`src/rtl/tile_pixel_fetcher_if.sv`:
```
// Purpose: request, graphic-lookup and pixel-stream signals of the tile pixel fetcher.
// Latency: none, wiring only.
// Backpressure: valid/ready on the request side and on the pixel side.
interface tile_pixel_fetcher_if #(
    parameter int REL_BITS         = 4,
    parameter int PIXEL_COLOR_BITS = 8,
    parameter int TILE_BITS        = 6,
    parameter int SCREEN_BITS      = 10
);
    // request side (tile scheduler)
    logic                        req_valid;
    logic                        req_ready;
    logic [TILE_BITS-1:0]        req_tile_x;
    logic [TILE_BITS-1:0]        req_tile_y;
    logic [1:0]                  req_sprite;
    logic                        req_transp;

    // graphic lookup side
    logic [1:0]                  sprite_sel;
    logic [REL_BITS-1:0]         rel_x;
    logic [REL_BITS-1:0]         rel_y;
    logic [PIXEL_COLOR_BITS-1:0] pixel_in;

    // pixel side (frame writer)
    logic                        pix_valid;
    logic                        pix_ready;
    logic [SCREEN_BITS-1:0]      pix_x;
    logic [SCREEN_BITS-1:0]      pix_y;
    logic [PIXEL_COLOR_BITS-1:0] pix_color;

    // status
    logic                        done;
    logic                        busy;

    // fetcher side
    modport master (
        input  req_valid, req_tile_x, req_tile_y, req_sprite, req_transp,
        output req_ready,
        output sprite_sel, rel_x, rel_y,
        input  pixel_in,
        output pix_valid, pix_x, pix_y, pix_color,
        input  pix_ready,
        output done, busy
    );

    // scheduler / graphic modules / frame writer side
    modport slave (
        output req_valid, req_tile_x, req_tile_y, req_sprite, req_transp,
        input  req_ready,
        input  sprite_sel, rel_x, rel_y,
        output pixel_in,
        input  pix_valid, pix_x, pix_y, pix_color,
        output pix_ready,
        input  done, busy
    );
endinterface

```
`src/rtl/tile_pixel_fetcher.sv`:
```
// Purpose: scan one tile graphic row-major and stream its pixels with absolute screen coordinates.
// Latency: first pixel valid 2 cycles after the request cycle; done pulses tile_area+2 cycles after it.
// Backpressure: pix_ready low with a held pixel freezes the scan counters and the output register.
module tile_pixel_fetcher #(
    parameter int                          PIXELS_WIDTH     = 16,
    parameter int                          REL_BITS         = 4,
    parameter int                          PIXEL_COLOR_BITS = 8,
    parameter int                          TILE_BITS        = 6,
    parameter int                          SCREEN_BITS      = 10,
    parameter logic [PIXEL_COLOR_BITS-1:0] TRANSPARENT      = '0
) (
    input  logic                 clk,
    input  logic                 rst_n,
    tile_pixel_fetcher_if.master bus
);

    localparam int                  CAT_BITS = TILE_BITS + REL_BITS;
    localparam logic [REL_BITS-1:0] REL_MAX  = REL_BITS'(PIXELS_WIDTH - 1);

    // DONE is a separate state so the done pulse comes straight from a flop
    // and the request port reopens only after it.
    typedef enum logic [1:0] {
        S_IDLE,
        S_SCAN,
        S_DRAIN,
        S_DONE
    } state_t;

    state_t                      state_q, state_d;
    logic [TILE_BITS-1:0]        tile_x_q, tile_x_d;
    logic [TILE_BITS-1:0]        tile_y_q, tile_y_d;
    logic [1:0]                  sprite_q, sprite_d;
    logic                        transp_q, transp_d;
    logic [REL_BITS-1:0]         rel_x_q, rel_x_d;
    logic [REL_BITS-1:0]         rel_y_q, rel_y_d;
    logic                        pix_vld_q, pix_vld_d;
    logic [SCREEN_BITS-1:0]      pix_x_q, pix_x_d;
    logic [SCREEN_BITS-1:0]      pix_y_q, pix_y_d;
    logic [PIXEL_COLOR_BITS-1:0] pix_color_q, pix_color_d;

    logic                        can_load;
    logic                        last_px;
    logic                        skip_px;
    logic [CAT_BITS-1:0]         cat_x, cat_y;
    logic [SCREEN_BITS-1:0]      scr_x, scr_y;

    // Screen coordinate is tile*PIXELS_WIDTH + rel, i.e. a plain concatenation,
    // silently resized to the screen width.
    assign cat_x = {tile_x_q, rel_x_q};
    assign cat_y = {tile_y_q, rel_y_q};
    assign scr_x = SCREEN_BITS'(cat_x);
    assign scr_y = SCREEN_BITS'(cat_y);

    assign can_load = !pix_vld_q || bus.pix_ready;
    assign last_px  = (rel_x_q == REL_MAX) && (rel_y_q == REL_MAX);
    assign skip_px  = transp_q && (bus.pixel_in == TRANSPARENT);

    assign bus.req_ready  = (state_q == S_IDLE);
    assign bus.busy       = (state_q != S_IDLE);
    assign bus.done       = (state_q == S_DONE);
    assign bus.sprite_sel = sprite_q;
    assign bus.rel_x      = rel_x_q;
    assign bus.rel_y      = rel_y_q;
    assign bus.pix_valid  = pix_vld_q;
    assign bus.pix_x      = pix_x_q;
    assign bus.pix_y      = pix_y_q;
    assign bus.pix_color  = pix_color_q;

    // State, latched request and output register; reset drops any held pixel.
    always_ff @(posedge clk or negedge rst_n) begin
        if (!rst_n) begin
            state_q     <= S_IDLE;
            tile_x_q    <= '0;
            tile_y_q    <= '0;
            sprite_q    <= '0;
            transp_q    <= 1'b0;
            rel_x_q     <= '0;
            rel_y_q     <= '0;
            pix_vld_q   <= 1'b0;
            pix_x_q     <= '0;
            pix_y_q     <= '0;
            pix_color_q <= '0;
        end else begin
            state_q     <= state_d;
            tile_x_q    <= tile_x_d;
            tile_y_q    <= tile_y_d;
            sprite_q    <= sprite_d;
            transp_q    <= transp_d;
            rel_x_q     <= rel_x_d;
            rel_y_q     <= rel_y_d;
            pix_vld_q   <= pix_vld_d;
            pix_x_q     <= pix_x_d;
            pix_y_q     <= pix_y_d;
            pix_color_q <= pix_color_d;
        end
    end

    // Next-state: accept a request, scan with skip/backpressure, drain the last pixel.
    always_comb begin
        state_d     = state_q;
        tile_x_d    = tile_x_q;
        tile_y_d    = tile_y_q;
        sprite_d    = sprite_q;
        transp_d    = transp_q;
        rel_x_d     = rel_x_q;
        rel_y_d     = rel_y_q;
        pix_vld_d   = pix_vld_q;
        pix_x_d     = pix_x_q;
        pix_y_d     = pix_y_q;
        pix_color_d = pix_color_q;

        unique case (state_q)
            S_IDLE: begin
                if (bus.req_valid) begin
                    tile_x_d = bus.req_tile_x;
                    tile_y_d = bus.req_tile_y;
                    sprite_d = bus.req_sprite;
                    transp_d = bus.req_transp;
                    rel_x_d  = '0;
                    rel_y_d  = '0;
                    state_d  = S_SCAN;
                end
            end
            S_SCAN: begin
                if (can_load) begin
                    if (skip_px) begin
                        pix_vld_d = 1'b0;
                    end else begin
                        pix_vld_d   = 1'b1;
                        pix_x_d     = scr_x;
                        pix_y_d     = scr_y;
                        pix_color_d = bus.pixel_in;
                    end
                    if (last_px) begin
                        state_d = S_DRAIN;
                    end else if (rel_x_q == REL_MAX) begin
                        rel_x_d = '0;
                        rel_y_d = rel_y_q + REL_BITS'(1);
                    end else begin
                        rel_x_d = rel_x_q + REL_BITS'(1);
                    end
                end
            end
            S_DRAIN: begin
                if (can_load) begin
                    pix_vld_d = 1'b0;
                    state_d   = S_DONE;
                end
            end
            S_DONE: begin
                state_d = S_IDLE;
            end
            default: begin
                state_d = S_IDLE;
            end
        endcase
    end

endmodule

```
`src/flat_wrapper.sv`:
```
// flat-port wrapper written by rule: the top's interface ports become plain ports
module tile_pixel_fetcher_flat 
#(
    parameter int                          PIXELS_WIDTH     = 16,
    parameter int                          REL_BITS         = 4,
    parameter int                          PIXEL_COLOR_BITS = 8,
    parameter int                          TILE_BITS        = 6,
    parameter int                          SCREEN_BITS      = 10,
    parameter logic [PIXEL_COLOR_BITS-1:0] TRANSPARENT      = '0
)
  (clk, rst_n, bus_req_valid, bus_req_tile_x, bus_req_tile_y, bus_req_sprite, bus_req_transp, bus_req_ready, bus_sprite_sel, bus_rel_x, bus_rel_y, bus_pixel_in, bus_pix_valid, bus_pix_x, bus_pix_y, bus_pix_color, bus_pix_ready, bus_done, bus_busy);
  tile_pixel_fetcher_if #(.REL_BITS(REL_BITS), .PIXEL_COLOR_BITS(PIXEL_COLOR_BITS), .TILE_BITS(TILE_BITS), .SCREEN_BITS(SCREEN_BITS)) bus_i ();
  input  logic clk;
  input  logic rst_n;
  input wire logic [$bits(bus_i.req_valid)-1:0] bus_req_valid;
  input wire logic [$bits(bus_i.req_tile_x)-1:0] bus_req_tile_x;
  input wire logic [$bits(bus_i.req_tile_y)-1:0] bus_req_tile_y;
  input wire logic [$bits(bus_i.req_sprite)-1:0] bus_req_sprite;
  input wire logic [$bits(bus_i.req_transp)-1:0] bus_req_transp;
  output wire logic [$bits(bus_i.req_ready)-1:0] bus_req_ready;
  output wire logic [$bits(bus_i.sprite_sel)-1:0] bus_sprite_sel;
  output wire logic [$bits(bus_i.rel_x)-1:0] bus_rel_x;
  output wire logic [$bits(bus_i.rel_y)-1:0] bus_rel_y;
  input wire logic [$bits(bus_i.pixel_in)-1:0] bus_pixel_in;
  output wire logic [$bits(bus_i.pix_valid)-1:0] bus_pix_valid;
  output wire logic [$bits(bus_i.pix_x)-1:0] bus_pix_x;
  output wire logic [$bits(bus_i.pix_y)-1:0] bus_pix_y;
  output wire logic [$bits(bus_i.pix_color)-1:0] bus_pix_color;
  input wire logic [$bits(bus_i.pix_ready)-1:0] bus_pix_ready;
  output wire logic [$bits(bus_i.done)-1:0] bus_done;
  output wire logic [$bits(bus_i.busy)-1:0] bus_busy;
  assign bus_i.req_valid = bus_req_valid;
  assign bus_i.req_tile_x = bus_req_tile_x;
  assign bus_i.req_tile_y = bus_req_tile_y;
  assign bus_i.req_sprite = bus_req_sprite;
  assign bus_i.req_transp = bus_req_transp;
  assign bus_req_ready = bus_i.req_ready;
  assign bus_sprite_sel = bus_i.sprite_sel;
  assign bus_rel_x = bus_i.rel_x;
  assign bus_rel_y = bus_i.rel_y;
  assign bus_i.pixel_in = bus_pixel_in;
  assign bus_pix_valid = bus_i.pix_valid;
  assign bus_pix_x = bus_i.pix_x;
  assign bus_pix_y = bus_i.pix_y;
  assign bus_pix_color = bus_i.pix_color;
  assign bus_i.pix_ready = bus_pix_ready;
  assign bus_done = bus_i.done;
  assign bus_busy = bus_i.busy;
  tile_pixel_fetcher #(.PIXELS_WIDTH(PIXELS_WIDTH), .REL_BITS(REL_BITS), .PIXEL_COLOR_BITS(PIXEL_COLOR_BITS), .TILE_BITS(TILE_BITS), .SCREEN_BITS(SCREEN_BITS), .TRANSPARENT(TRANSPARENT)) u_core (.clk(clk), .rst_n(rst_n), .bus(bus_i));
endmodule
```
`config.mk`:
```
export PLATFORM = sky130hd
export DESIGN_NAME = tile_pixel_fetcher_flat
export DESIGN_NICKNAME = d
export VERILOG_FILES = /design/src/rtl/tile_pixel_fetcher_if.sv /design/src/rtl/tile_pixel_fetcher.sv /design/src/flat_wrapper.sv
export SDC_FILE = /design/constraint.sdc
export NUM_CORES = 1
export LEC_CHECK = 0
export CAP_MARGIN = 20
export CORE_MARGIN = 2
export CORE_UTILIZATION = 47
export DETAILED_ROUTE_END_ITERATION = 16
export MAX_ROUTING_LAYER = met4
export PLACE_DENSITY = 0.86
export SLEW_MARGIN = 10
export SYNTH_ARGS = -nofsm -noshare
export SYNTH_HDL_FRONTEND = slang
export SYNTH_SLANG_ARGS = --single-unit
```
`constraint.sdc`:
```
create_clock -name clk -period 2.9 [get_ports clk]
set_clock_uncertainty 0.15 [all_clocks]
set_input_delay 0.29 -clock clk [delete_from_list [all_inputs] [get_ports clk]]
set_output_delay 0.29 -clock clk [all_outputs]
set_load 0.03 [all_outputs]
```
==> run_results.csv <==
group,metric,value,unit
cells_and_area,fin_area,0.00321,mm2
setup_path,rr_worst_depth,6,
logic_synthesis,ys_top_cells_by_area,"dfrtp_1 (57%), mux2_2 (17%), ha_1 (3.7%)",
timing,worstMarginPinSlew,0.719,ns
detailed_routing,wl_per_cell,14.6,um
logic_synthesis,synth_compound_area_share,8.61,%
cells_and_area,area_delta_synth_final,36.3,%
detailed_routing,dr.pass1.iters,4,
logic_synthesis,synth_top_area_share,57.4,%
place,portBuffers,68,
setup_path,startpoint_type,"flip-flop",
power,p_per_area,730,mW/mm2
cells_and_area,layout_common_cells,"clkdlybuf4s50_1 (67), dfrtp_1 (54), mux2_2 (36)",
cells_and_area,num_antenna_cells,0,
floorplanning,die_w,74.8,um
cells_and_area,multiInputGateArea,950,um2
global_route,grt-ovfl-total,0,
place,dp.final_hpwl,3.36,mm
clock_network,htree_num_levels,2,
logic_synthesis,syn_inst,178,
detailed_routing,routed_wl,4.69,mm
logic_synthesis,synthSimpleGateAreaFrac,9.51,%
worst_hold_path,hp-class,"input port to async pin",
timing,tns,0,ns
power,peakVddDrop,0.422,mV
global_route,first_global_vias,1605,
timing,drv_slew,0,
timing,rsz0062_at_grt,"false",
logic_synthesis,syn_avg_cell_area,13.2,um2
logic_synthesis,yosysUniqueCellTypes,35,
logic_synthesis,synthAdderAreaFrac,3.72,%
cells_and_area,seqCellArea,0.00135,mm2
global_route,antenna_found_initial,0,
logic_synthesis,yosysWarnings,0,
global_route,grt_pass1_wl,7.47,mm
detailed_routing,vias_per_cell,5.21,
cells_and_area,drive_above_1_share,20.9,%
timing,fmax,444,MHz
setup_path,cp_data_arrival_time,1.81,ns
timing,setup_viol,0,
logic_synthesis,synthesis.nets,212,
floorplanning,die_h,74.8,um
cells_and_area,layout_commonest_cell,"clkdlybuf4s50_1",
timing,finalCriticalPeriod,2.25,ns
timing,hold_viol,0,
clock_network,cts_root_buf,"clkbuf_8",
cells_and_area,design.final.nets,287,
floorplanning,num_rows,25,
detailed_routing,drt-initial-drc-count,76,
place,place.gp.congestion,0.793,
logic_synthesis,synth_xor_area_share,0,%
setup_path,path_max_fanout,5,
global_route,gr-usage-all-layers,18.2,%
setup_path,cp.required,2.46,ns
power,p_leak,1.48,nW
floorplanning,coreArea,0.00479,mm2
logic_synthesis,synth_area,0.00235,mm2
clock_network,clkLatencyLatePin,0.30,ns
logic_synthesis,muxShareOfSynthArea,18.5,%
setup_path,endpoint_kind,"output pin",
detailed_routing,num_vias,1672,
timing,period_share,77.6,%
logic_synthesis,ys_ff_latch,54,
floorplanning,io_pins,69,
clock_network,cts.reportedPaths.clkPinSlew,0.09,ns
floorplanning,die-area,0.00559,mm2
clock_network,cts_tree,"done",
logic_synthesis,synth_top_family_by_area,"multiplexers",
detailed_routing,ant_nets,0,
place,placed_area,0.00311,mm2
global_route,grt_start_max_net_pins,35,
detailed_routing,drc,0,
clock_network,clockBufferDepth,2,
clock_network,post-cts-setup-buffers,0,
logic_synthesis,yosysTopAreaCell,"dfrtp_1",
clock_network,numCtsBuffers,5,
setup_path,path_class,"flip-flop to output pin",
timing,slew_headroom,50.7,%
clock_network,cts.sinks,54,
logic_synthesis,ys_seq_area_share,57.4,%
floorplanning,start_util,49.2,%
cells_and_area,fillers,382,
job,maxCapViolations,0,
status,status,"finished, final reports clean",
-- area by class of cell --
class	count	share of cell area, %
Clock inverter	2	0.429
Timing Repair Buffer	74	22.5
Multi-Input combinational cell	114	29.6
Tap cell	67	2.61
Sequential cell	54	42.1
Clock buffer	6	2.26
Inverter	4	0.468
-- flip-flops by register name, indices dropped and copies added, names as in the netlist --
name	cells
u_core.bus.pix_color	8
u_core.bus.pix_valid	1
u_core.bus.pix_x	10
u_core.bus.pix_y	10
u_core.bus.rel_x	4
u_core.bus.rel_y	4
u_core.bus.sprite_sel	2
u_core.state_q	2
u_core.tile_x_q	6
u_core.tile_y_q	6
u_core.transp_q	1
-- cell usage after synthesis, drive strengths merged --
library cell / instances
a211o: 1
nor2b: 1
and2b: 1
o22ai: 1
ha: 7
dfrtp: 54
clkbuf: 3
nand3b: 2
a31oi: 2
nand3: 8
nor4b: 1
nor4: 2
nor2: 7
and3: 2
inv: 4
a211oi: 1
buf: 3
o21ai: 1
o211ai: 2
nand4b: 1
or4: 2
o221ai: 1
nand2b: 1
a21o: 1
o21bai: 1
nand2: 11
o41ai: 1
nor3: 4
a21oi: 5
a22o: 8
mux2: 36
mux2i: 3
-- critical path, stage by stage (launching register included) --
cell	delay [ns]
dfrtp_1	0.42
inv_1	0.13
ha_1	0.25
clkdlybuf4s50_1	0.70
-- metal layers --
layer	track usage (%)	vias up	part of all wire, %
met5	-	-	0
met4	4.76	0	0.87
met3	4.95	7	6.4
met2	26.8	60	46
met1	25.0	807	46
li1	-	798	-
-- cell families (layout without fill, tap and decap cells) --
group                      after synthesis  after routing
DFF                                     54             54
and+or+nand+nor                         43             43
muxes                                   39             39
AOI/OAI and AO/OA                       25             25
buffers and inverters                   10             86
adders and majority gates                7              7
-- through the flow --
stage	hold slack [ns]	power [W]	std cells	setup slack, ns	util, %
final	0.339	0.00234	321	0.650	67.1
after global routing	0.357	0.00247	321	0.537	67.1
after CTS	0.308	0.00236	321	0.643	67.1
after detailed placement	0.113	0.00195	312	0.524	65.0
after global placement	0.106	0.00193	312	0.538	65.0
after floorplan	-0.156	0.00155	178	0.787	-
-- where the power goes --
part | switching [W] | internal [W] | leakage, nW | total (W)
registers | 0.000137 | 0.000913 | 0.703 | 0.00105
logic | 0.000465 | 0.000419 | 0.734 | 0.000884
clock network | 0.000236 | 0.000171 | 0.0452 | 0.000407
-- path summary, 6_finish.rpt --
kind / start / to / slack, ns
worst min register to register: u_core.bus.pix_color[6]$_DFFE_PN0P_ / u_core.bus.pix_color[6]$_DFFE_PN0P_ / 0.36
worst max-delay path: u_core.state_q[0]$_DFFE_PN0P_ / bus_req_ready / 0.65
min in group clk: u_core.bus.pix_color[6]$_DFFE_PN0P_ / u_core.bus.pix_color[6]$_DFFE_PN0P_ / 0.36
worst min-delay path: rst_n / u_core.tile_y_q[2]$_DFFE_PN0P_ / 0.34
max in group asynchronous: rst_n / u_core.tile_x_q[1]$_DFFE_PN0P_ / 1.46
worst max register to register: u_core.state_q[0]$_DFFE_PN0P_ / u_core.bus.rel_x[3]$_DFFE_PN0P_ / 0.66
-- what timing repair did --
| action | CTS | global route |
|---|---|---|
| hold buffers | 1 | 0 |
| endpoints found under the hold margin | 20 | 0 |
| gates resized for setup | 0 | 0 |
(Power assumes the default switching activity.)
